===== src/rtl/fetch_unit_fl_if.sv =====
// Bus between the fetch unit, the instruction memory and the decoder.
// The fetch unit takes the master side; memory, decoder and interrupt sources sit on the slave side.
interface fetch_unit_fl_if #(
  parameter int MINSTW = 9,
  parameter int NBOPCO = 6,
  parameter int NBOPER = 9,
  parameter int NITR   = 4
);
  logic [NBOPCO+NBOPER-1:0] instr;
  logic [MINSTW-1:0]        instr_addr;
  logic                     acc_zero;
  logic                     stall;
  logic [NITR-1:0]          itr;
  logic [NITR-1:0]          itr_ack;
  logic [NBOPCO-1:0]        opcode;
  logic [NBOPER-1:0]        operand;
  logic                     op_valid;
  logic                     in_isr;
  logic                     stk_ovf;
  logic                     stk_unf;

  modport master (
    input  instr, acc_zero, stall, itr,
    output instr_addr, itr_ack, opcode, operand, op_valid, in_isr, stk_ovf, stk_unf
  );

  modport slave (
    output instr, acc_zero, stall, itr,
    input  instr_addr, itr_ack, opcode, operand, op_valid, in_isr, stk_ovf, stk_unf
  );
endinterface


===== src/rtl/fetch_unit_fl.sv =====
// Instruction front end: PC, sync-read fetch, jumps, call/return stack and
// prioritised vectored interrupts; non-control words go to the decoder via a register stage.
module fetch_unit_fl #(
  parameter int MINSTW  = 9,
  parameter int NBOPCO  = 6,
  parameter int NBOPER  = 9,
  parameter int SDEPTH  = 8,
  parameter int NITR    = 4,
  parameter int ITRBASE = 1,
  parameter int OPJMP   = 11,
  parameter int OPJIZ   = 12,
  parameter int OPCAL   = 13,
  parameter int OPRET   = 14,
  parameter int OPRTI   = 15
) (
  input  logic               clk,
  input  logic               rst,
  fetch_unit_fl_if.master    bus
);
  localparam int NBINST = NBOPCO + NBOPER;
  localparam int AW     = $clog2(SDEPTH);
  localparam int SPW    = AW + 1;
  localparam int IDXW   = (NITR > 1) ? $clog2(NITR) : 1;

  localparam logic [NBOPCO-1:0] JMP_C = NBOPCO'(OPJMP);
  localparam logic [NBOPCO-1:0] JIZ_C = NBOPCO'(OPJIZ);
  localparam logic [NBOPCO-1:0] CAL_C = NBOPCO'(OPCAL);
  localparam logic [NBOPCO-1:0] RET_C = NBOPCO'(OPRET);
  localparam logic [NBOPCO-1:0] RTI_C = NBOPCO'(OPRTI);

  logic [MINSTW-1:0] pc, faddr;
  logic              fvalid;
  logic [MINSTW-1:0] stack [SDEPTH];
  logic [SPW-1:0]    sp;
  logic [NITR-1:0]   pend, itr_q, ack_q;
  logic              in_isr_q, op_valid_q, ovf_q, unf_q;
  logic [NBOPCO-1:0] opcode_q;
  logic [NBOPER-1:0] operand_q;
  logic              hold_q;
  logic [NBINST-1:0] word_q;

  logic [NBINST-1:0] word;
  logic [NBOPCO-1:0] op;
  logic [NBOPER-1:0] opr;
  logic [MINSTW-1:0] target, pc_nxt, push_val, pop_val;
  logic              is_ctrl, redirect, push, pop, rti, take, issue;
  logic              stk_full, stk_empty;
  logic [AW-1:0]     sp_top, sp_pop;
  logic [IDXW-1:0]   idx;
  logic [NITR-1:0]   ack_nxt, ack_out;

  assign stk_full  = (sp == SPW'(SDEPTH));
  assign stk_empty = (sp == '0);
  assign sp_top    = sp[AW-1:0];
  assign sp_pop    = AW'(sp - SPW'(1));
  assign pop_val   = stack[sp_pop];
  assign ack_out   = bus.stall ? '0 : ack_q;

  // While stalled the memory keeps reading the held pc, so the word that belongs
  // to faddr is captured on the first stall cycle and replayed on release.
  always_comb begin
    word     = hold_q ? word_q : bus.instr;
    op       = word[NBINST-1:NBOPER];
    opr      = word[NBOPER-1:0];
    target   = opr[MINSTW-1:0];
    pc_nxt   = pc + MINSTW'(1);
    push_val = faddr + MINSTW'(1);
    is_ctrl  = 1'b0;
    redirect = 1'b0;
    push     = 1'b0;
    pop      = 1'b0;
    rti      = 1'b0;
    idx      = '0;
    ack_nxt  = '0;
    if (fvalid) begin
      case (op)
        JMP_C: begin
          is_ctrl  = 1'b1;
          redirect = 1'b1;
          pc_nxt   = target;
        end
        JIZ_C: begin
          is_ctrl = 1'b1;
          if (bus.acc_zero) begin
            redirect = 1'b1;
            pc_nxt   = target;
          end
        end
        CAL_C: begin
          is_ctrl  = 1'b1;
          redirect = 1'b1;
          push     = 1'b1;
          pc_nxt   = target;
        end
        RET_C, RTI_C: begin
          is_ctrl  = 1'b1;
          redirect = 1'b1;
          pop      = 1'b1;
          rti      = (op == RTI_C);
          pc_nxt   = stk_empty ? '0 : pop_val;
        end
        default: ;
      endcase
    end
    for (int i = NITR - 1; i >= 0; i--) begin
      if (pend[i]) idx = IDXW'(i);
    end
    // The interrupted word is pushed unissued so OPRTI refetches it.
    take = (|pend) && !in_isr_q && fvalid && !is_ctrl && !stk_full;
    if (take) begin
      redirect     = 1'b1;
      push         = 1'b1;
      push_val     = faddr;
      pc_nxt       = MINSTW'(ITRBASE) + MINSTW'(idx);
      ack_nxt[idx] = 1'b1;
    end
    issue = fvalid && !is_ctrl && !take;
  end

  always_ff @(posedge clk) begin
    if (!rst && !bus.stall && push && !stk_full) stack[sp_top] <= push_val;
  end

  always_ff @(posedge clk) begin
    itr_q <= bus.itr;
    if (rst) begin
      pc         <= '0;
      faddr      <= '0;
      fvalid     <= 1'b0;
      sp         <= '0;
      pend       <= '0;
      ack_q      <= '0;
      in_isr_q   <= 1'b0;
      op_valid_q <= 1'b0;
      opcode_q   <= '0;
      operand_q  <= '0;
      ovf_q      <= 1'b0;
      unf_q      <= 1'b0;
      hold_q     <= 1'b0;
      word_q     <= '0;
    end else begin
      pend   <= (pend & ~ack_out) | (bus.itr & ~itr_q);
      hold_q <= bus.stall;
      if (bus.stall && !hold_q) word_q <= bus.instr;
      if (!bus.stall) begin
        ack_q  <= take ? ack_nxt : '0;
        faddr  <= pc;
        fvalid <= !redirect;
        pc     <= pc_nxt;
        if (push) begin
          if (stk_full) ovf_q <= 1'b1;
          else          sp    <= sp + SPW'(1);
        end
        if (pop) begin
          if (stk_empty) unf_q <= 1'b1;
          else           sp    <= sp - SPW'(1);
        end
        if (take)     in_isr_q <= 1'b1;
        else if (rti) in_isr_q <= 1'b0;
        op_valid_q <= issue;
        if (issue) begin
          opcode_q  <= op;
          operand_q <= opr;
        end
      end
    end
  end

  assign bus.instr_addr = pc;
  assign bus.itr_ack    = ack_out;
  assign bus.opcode     = opcode_q;
  assign bus.operand    = operand_q;
  assign bus.op_valid   = op_valid_q;
  assign bus.in_isr     = in_isr_q;
  assign bus.stk_ovf    = ovf_q;
  assign bus.stk_unf    = unf_q;
endmodule

===== src/flat_wrapper.sv =====
// flat-port wrapper written by rule: the top's interface ports become plain ports
module fetch_unit_fl_flat 
#(
  parameter int MINSTW  = 9,
  parameter int NBOPCO  = 6,
  parameter int NBOPER  = 9,
  parameter int SDEPTH  = 8,
  parameter int NITR    = 4,
  parameter int ITRBASE = 1,
  parameter int OPJMP   = 11,
  parameter int OPJIZ   = 12,
  parameter int OPCAL   = 13,
  parameter int OPRET   = 14,
  parameter int OPRTI   = 15
)
  (clk, rst, bus_instr, bus_acc_zero, bus_stall, bus_itr, bus_instr_addr, bus_itr_ack, bus_opcode, bus_operand, bus_op_valid, bus_in_isr, bus_stk_ovf, bus_stk_unf);
  fetch_unit_fl_if #(.MINSTW(MINSTW), .NBOPCO(NBOPCO), .NBOPER(NBOPER), .NITR(NITR)) bus_i ();
  input  logic clk;
  input  logic rst;
  input wire logic [$bits(bus_i.instr)-1:0] bus_instr;
  input wire logic [$bits(bus_i.acc_zero)-1:0] bus_acc_zero;
  input wire logic [$bits(bus_i.stall)-1:0] bus_stall;
  input wire logic [$bits(bus_i.itr)-1:0] bus_itr;
  output wire logic [$bits(bus_i.instr_addr)-1:0] bus_instr_addr;
  output wire logic [$bits(bus_i.itr_ack)-1:0] bus_itr_ack;
  output wire logic [$bits(bus_i.opcode)-1:0] bus_opcode;
  output wire logic [$bits(bus_i.operand)-1:0] bus_operand;
  output wire logic [$bits(bus_i.op_valid)-1:0] bus_op_valid;
  output wire logic [$bits(bus_i.in_isr)-1:0] bus_in_isr;
  output wire logic [$bits(bus_i.stk_ovf)-1:0] bus_stk_ovf;
  output wire logic [$bits(bus_i.stk_unf)-1:0] bus_stk_unf;
  assign bus_i.instr = bus_instr;
  assign bus_i.acc_zero = bus_acc_zero;
  assign bus_i.stall = bus_stall;
  assign bus_i.itr = bus_itr;
  assign bus_instr_addr = bus_i.instr_addr;
  assign bus_itr_ack = bus_i.itr_ack;
  assign bus_opcode = bus_i.opcode;
  assign bus_operand = bus_i.operand;
  assign bus_op_valid = bus_i.op_valid;
  assign bus_in_isr = bus_i.in_isr;
  assign bus_stk_ovf = bus_i.stk_ovf;
  assign bus_stk_unf = bus_i.stk_unf;
  fetch_unit_fl #(.MINSTW(MINSTW), .NBOPCO(NBOPCO), .NBOPER(NBOPER), .SDEPTH(SDEPTH), .NITR(NITR), .ITRBASE(ITRBASE), .OPJMP(OPJMP), .OPJIZ(OPJIZ), .OPCAL(OPCAL), .OPRET(OPRET), .OPRTI(OPRTI)) u_core (.clk(clk), .rst(rst), .bus(bus_i));
endmodule

===== config.mk =====
export PLATFORM = sky130hd
export DESIGN_NAME = fetch_unit_fl_flat
export DESIGN_NICKNAME = d
export VERILOG_FILES = /design/src/rtl/fetch_unit_fl_if.sv /design/src/rtl/fetch_unit_fl.sv /design/src/flat_wrapper.sv
export SDC_FILE = /design/constraint.sdc
export NUM_CORES = 1
export LEC_CHECK = 0
export CORE_ASPECT_RATIO = 1.2
export CORE_MARGIN = 3
export CORE_UTILIZATION = 62
export CTS_CLUSTER_DIAMETER = 100
export DETAILED_ROUTE_END_ITERATION = 6
export PLACE_DENSITY = 0.85
export SETUP_SLACK_MARGIN = 0.4
export SLEW_MARGIN = 25
export SYNTH_ARGS = -nofsm -noshare
export SYNTH_HDL_FRONTEND = slang
export SYNTH_SLANG_ARGS = --single-unit

===== constraint.sdc =====
create_clock -name clk -period 6.6 [get_ports clk]
set_input_delay 1.32 -clock clk [delete_from_list [all_inputs] [get_ports clk]]
set_output_delay 1.32 -clock clk [all_outputs]
set_load 0.01 [all_outputs]

==> flow_summary.toml <==
[outcome]
status = "complete, no violations"

[drt]
drc = 0
drt_wl_total_um = 15800
first_pass_iters = 6
wl_per_cell_um = 21.62
vias = 4683
drtIter0Drc = 406
antenna_left = 0
viasPerCell = 6.406

[timing]
worstMarginPinSlew_ps = 933.9
tns_ps = 0
finalHoldViolCount = 0
layout_worst_path_cycle_share_pct = 62.52
rsz0062_at_grt = "false"
setup_violations = 0
hold_slack_ps = 455.8
period_minus_slack_ps = 4126
skew_ps = 8.832
slew_viol_final = 0
max_slew_margin_pct = 37.29
fmax_ghz = 0.2423

[power]
peakVddDrop_mv = 0.1888
p_leak_nw = 2.664
p_per_area_mw_per_mm2 = 280.3

[clocking]
cts.path.max_buffers = 2
cts_root_buf = "clkbuf_16"
clock-sinks = 142
cts_inserted_buffers = 17
cts_resized = 0
holdBufCountCts = 0
cts_tree = "yes"
clk_pin_slew_worst_paths_ps = 60
worstSkewPairLatency_ps = 420
post_cts_buffers = 0
h-tree-depth = 4

[die]
die_w_um = 99.15
die_h_um = 117.8
ios = 55
start_util_pct = 63.85
die-area_mm2 = 0.01168
std_cell_rows = 40
core_area_mm2 = 0.01011

[synthesis]
yosysWarnings = 0
yosysTopAreaCell = "edfxtp_1"
avgSynthCellArea_um2 = 11.87
ys_types = 70
syn-instance-count = 544
synth.area.top_cells = "edfxtp_1, dfxtp_1, mux4_2"
synthDominantCellAreaShare_pct = 33.49
syn_area_mm2 = 0.006455
async_flop_share_pct = 0
synth_seq_area_share_pct = 55.20
ys_seq_elements = 142
synth-edff-count = 72
synthFlopType = "edfxtp_1"
synthesis.nets = 575

[global_routing]
antenna_found_initial = 0
grt_max_degree = 55
grt_pass1_wl_um = 24850
grt_pass1_vias = 4667
grt_overflow_total = 0
grtUsageTotal_pct = 27.77

[layout]
layout-area-overhead-vs-synth_pct = 19.09
drive_gt1_share_pct = 15.37
fin_util_pct = 76.04
n_antenna_cell = 0
finalNetCount = 623
finalInstanceArea_mm2 = 0.007687

[place]
dp_hpwl_um = 10270
finalWeightedCongestion = 0.8929
port_buffers = 54
placed_area_mm2 = 0.007054

[flow_run]
drv_cap = 0

[setup_path]
cp_common_cell = "clkdlybuf4s50_1"
max_stage_delay_ps = 510
slowest_stage = "clkdlybuf4s50_1"
reg2reg_depth = 8
rr_startpoint = "u_core.sp[0]$_SDFFE_PP0N_"
path_class = "in2out"
cp_max_fo = 34
crit_chain = "clkdlybuf4s50_1 > buf_4 > nor2b_1 > clkdlybuf4s50_1"
r2r-end = "u_core.stack[3][3]$_DFFE_PP_"
critPathLaunch = "bus_stall"
worstSetupEndpoint = "bus_itr_ack[1]"
cp-end-kind = "output pin"
cp.required_ps = 5280
critPathLaunchType = "primary input"
reg2reg_slack_ps = 3190
worstPathArrival_ps = 2810

[worst_hold_path]
hp-class = "reg2reg"
hold_path_depth = 2
-- worst min-delay path by stage --
stage / start / endpoint / slack [ps]
floorplan: u_core.word_q[1]$_SDFFE_PP0P_ / u_core.word_q[1]$_SDFFE_PP0P_ / 430
global placement: u_core.word_q[7]$_SDFFE_PP0P_ / u_core.word_q[7]$_SDFFE_PP0P_ / 440
detailed placement: u_core.word_q[7]$_SDFFE_PP0P_ / u_core.word_q[7]$_SDFFE_PP0P_ / 450
CTS: u_core.word_q[7]$_SDFFE_PP0P_ / u_core.word_q[7]$_SDFFE_PP0P_ / 450
global route: u_core.word_q[7]$_SDFFE_PP0P_ / u_core.word_q[7]$_SDFFE_PP0P_ / 480
finish: u_core.word_q[7]$_SDFFE_PP0P_ / u_core.word_q[7]$_SDFFE_PP0P_ / 460
-- logic make-up (layout without fill, tap and decap cells) --
group           Yosys count  in the layout  synth area share, %
xor+xnor                 19             19                2.694
simple gates            183            183                14.15
fa+ha+maj                 8              8                1.551
compound gates           92             92                11.07
flops                   142            142                55.20
mux                      55             55                12.15
buf+inv                  45            106                3.179
-- power breakdown --
group | total (mW) | switching, mW | internal, mW
clock | 1.01 | 0.375 | 0.634
combinational | 0.187 | 0.107 | 0.0804
sequential | 0.959 | 0.0170 | 0.942
-- per-stage QoR --
step / power [mW] / cells / setup slack (ps)
2_1_floorplan: 1.097 / 544 / 2778
3_3_place_gp: 1.154 / 699 / 2133
3_5_place_dp: 1.160 / 699 / 1926
4_1_cts: 2.161 / 731 / 2330
5_1_grt: 2.218 / 731 / 2398
6_report: 2.155 / 731 / 2474
-- layout make-up --
cell class	instances	area, µm²
sequential	142	3563
multi-input combinational	357	2709
fill	658	2422
timing repair buffer	61	588.1
clock buffer	19	432.9
clock inverter	13	187.7
tap	126	157.7
inverter	13	48.80
-- critical path: cells and delay by family --
kind                   cells  cell delay [ps]
buffers and inverters      3             1360
AND/OR/NAND/NOR            1              120
-- sequential cells by signal, indices dropped and copies added, names as in the netlist, 6 cells and up --
| register | count |
|---|---|
| u_core.bus.instr_addr | 9 |
| u_core.bus.operand | 9 |
| u_core.faddr | 9 |
| u_core.bus.opcode | 6 |
| u_core.word_q | 15 |
| u_core.stack | 72 |
-- synthesized netlist by cell type, drive strengths merged (6+ instances only) --
cell,count
edfxtp,72
dfxtp,70
nand2,56
nor2,51
mux2i,30
a21oi,26
mux4,18
buf,16
clkbuf,16
nor3,14
xnor2,14
inv,13
nand3,13
a211oi,11
nand2b,11
ha,8
o22ai,8
mux2,7
nor2b,6
nor4,6
o21ai,6
-- routing by layer --
layer | share of wire [%] | track usage [%] | vias up
met5 | 0 | 0 | -
met4 | 6.5 | 20.07 | 0
met3 | 6.8 | 5.394 | 66
met2 | 48 | 42.23 | 250
met1 | 39 | 35.23 | 2261
li1 | - | - | 2106
-- layout by cell type (no fill, tap or decap), drive strengths merged, types with 11 or more instances in the layout --
cell and count:
a211oi 11, a21oi 26, clkbuf 19, clkdlybuf4s50 53, dfxtp 70, edfxtp 72
inv 15, mux2i 30, mux4 18, nand2 56, nand2b 11, nand3 13
nor2 51, nor3 14, xnor2 14
Note: power is estimated with default switching activity, not from simulation.
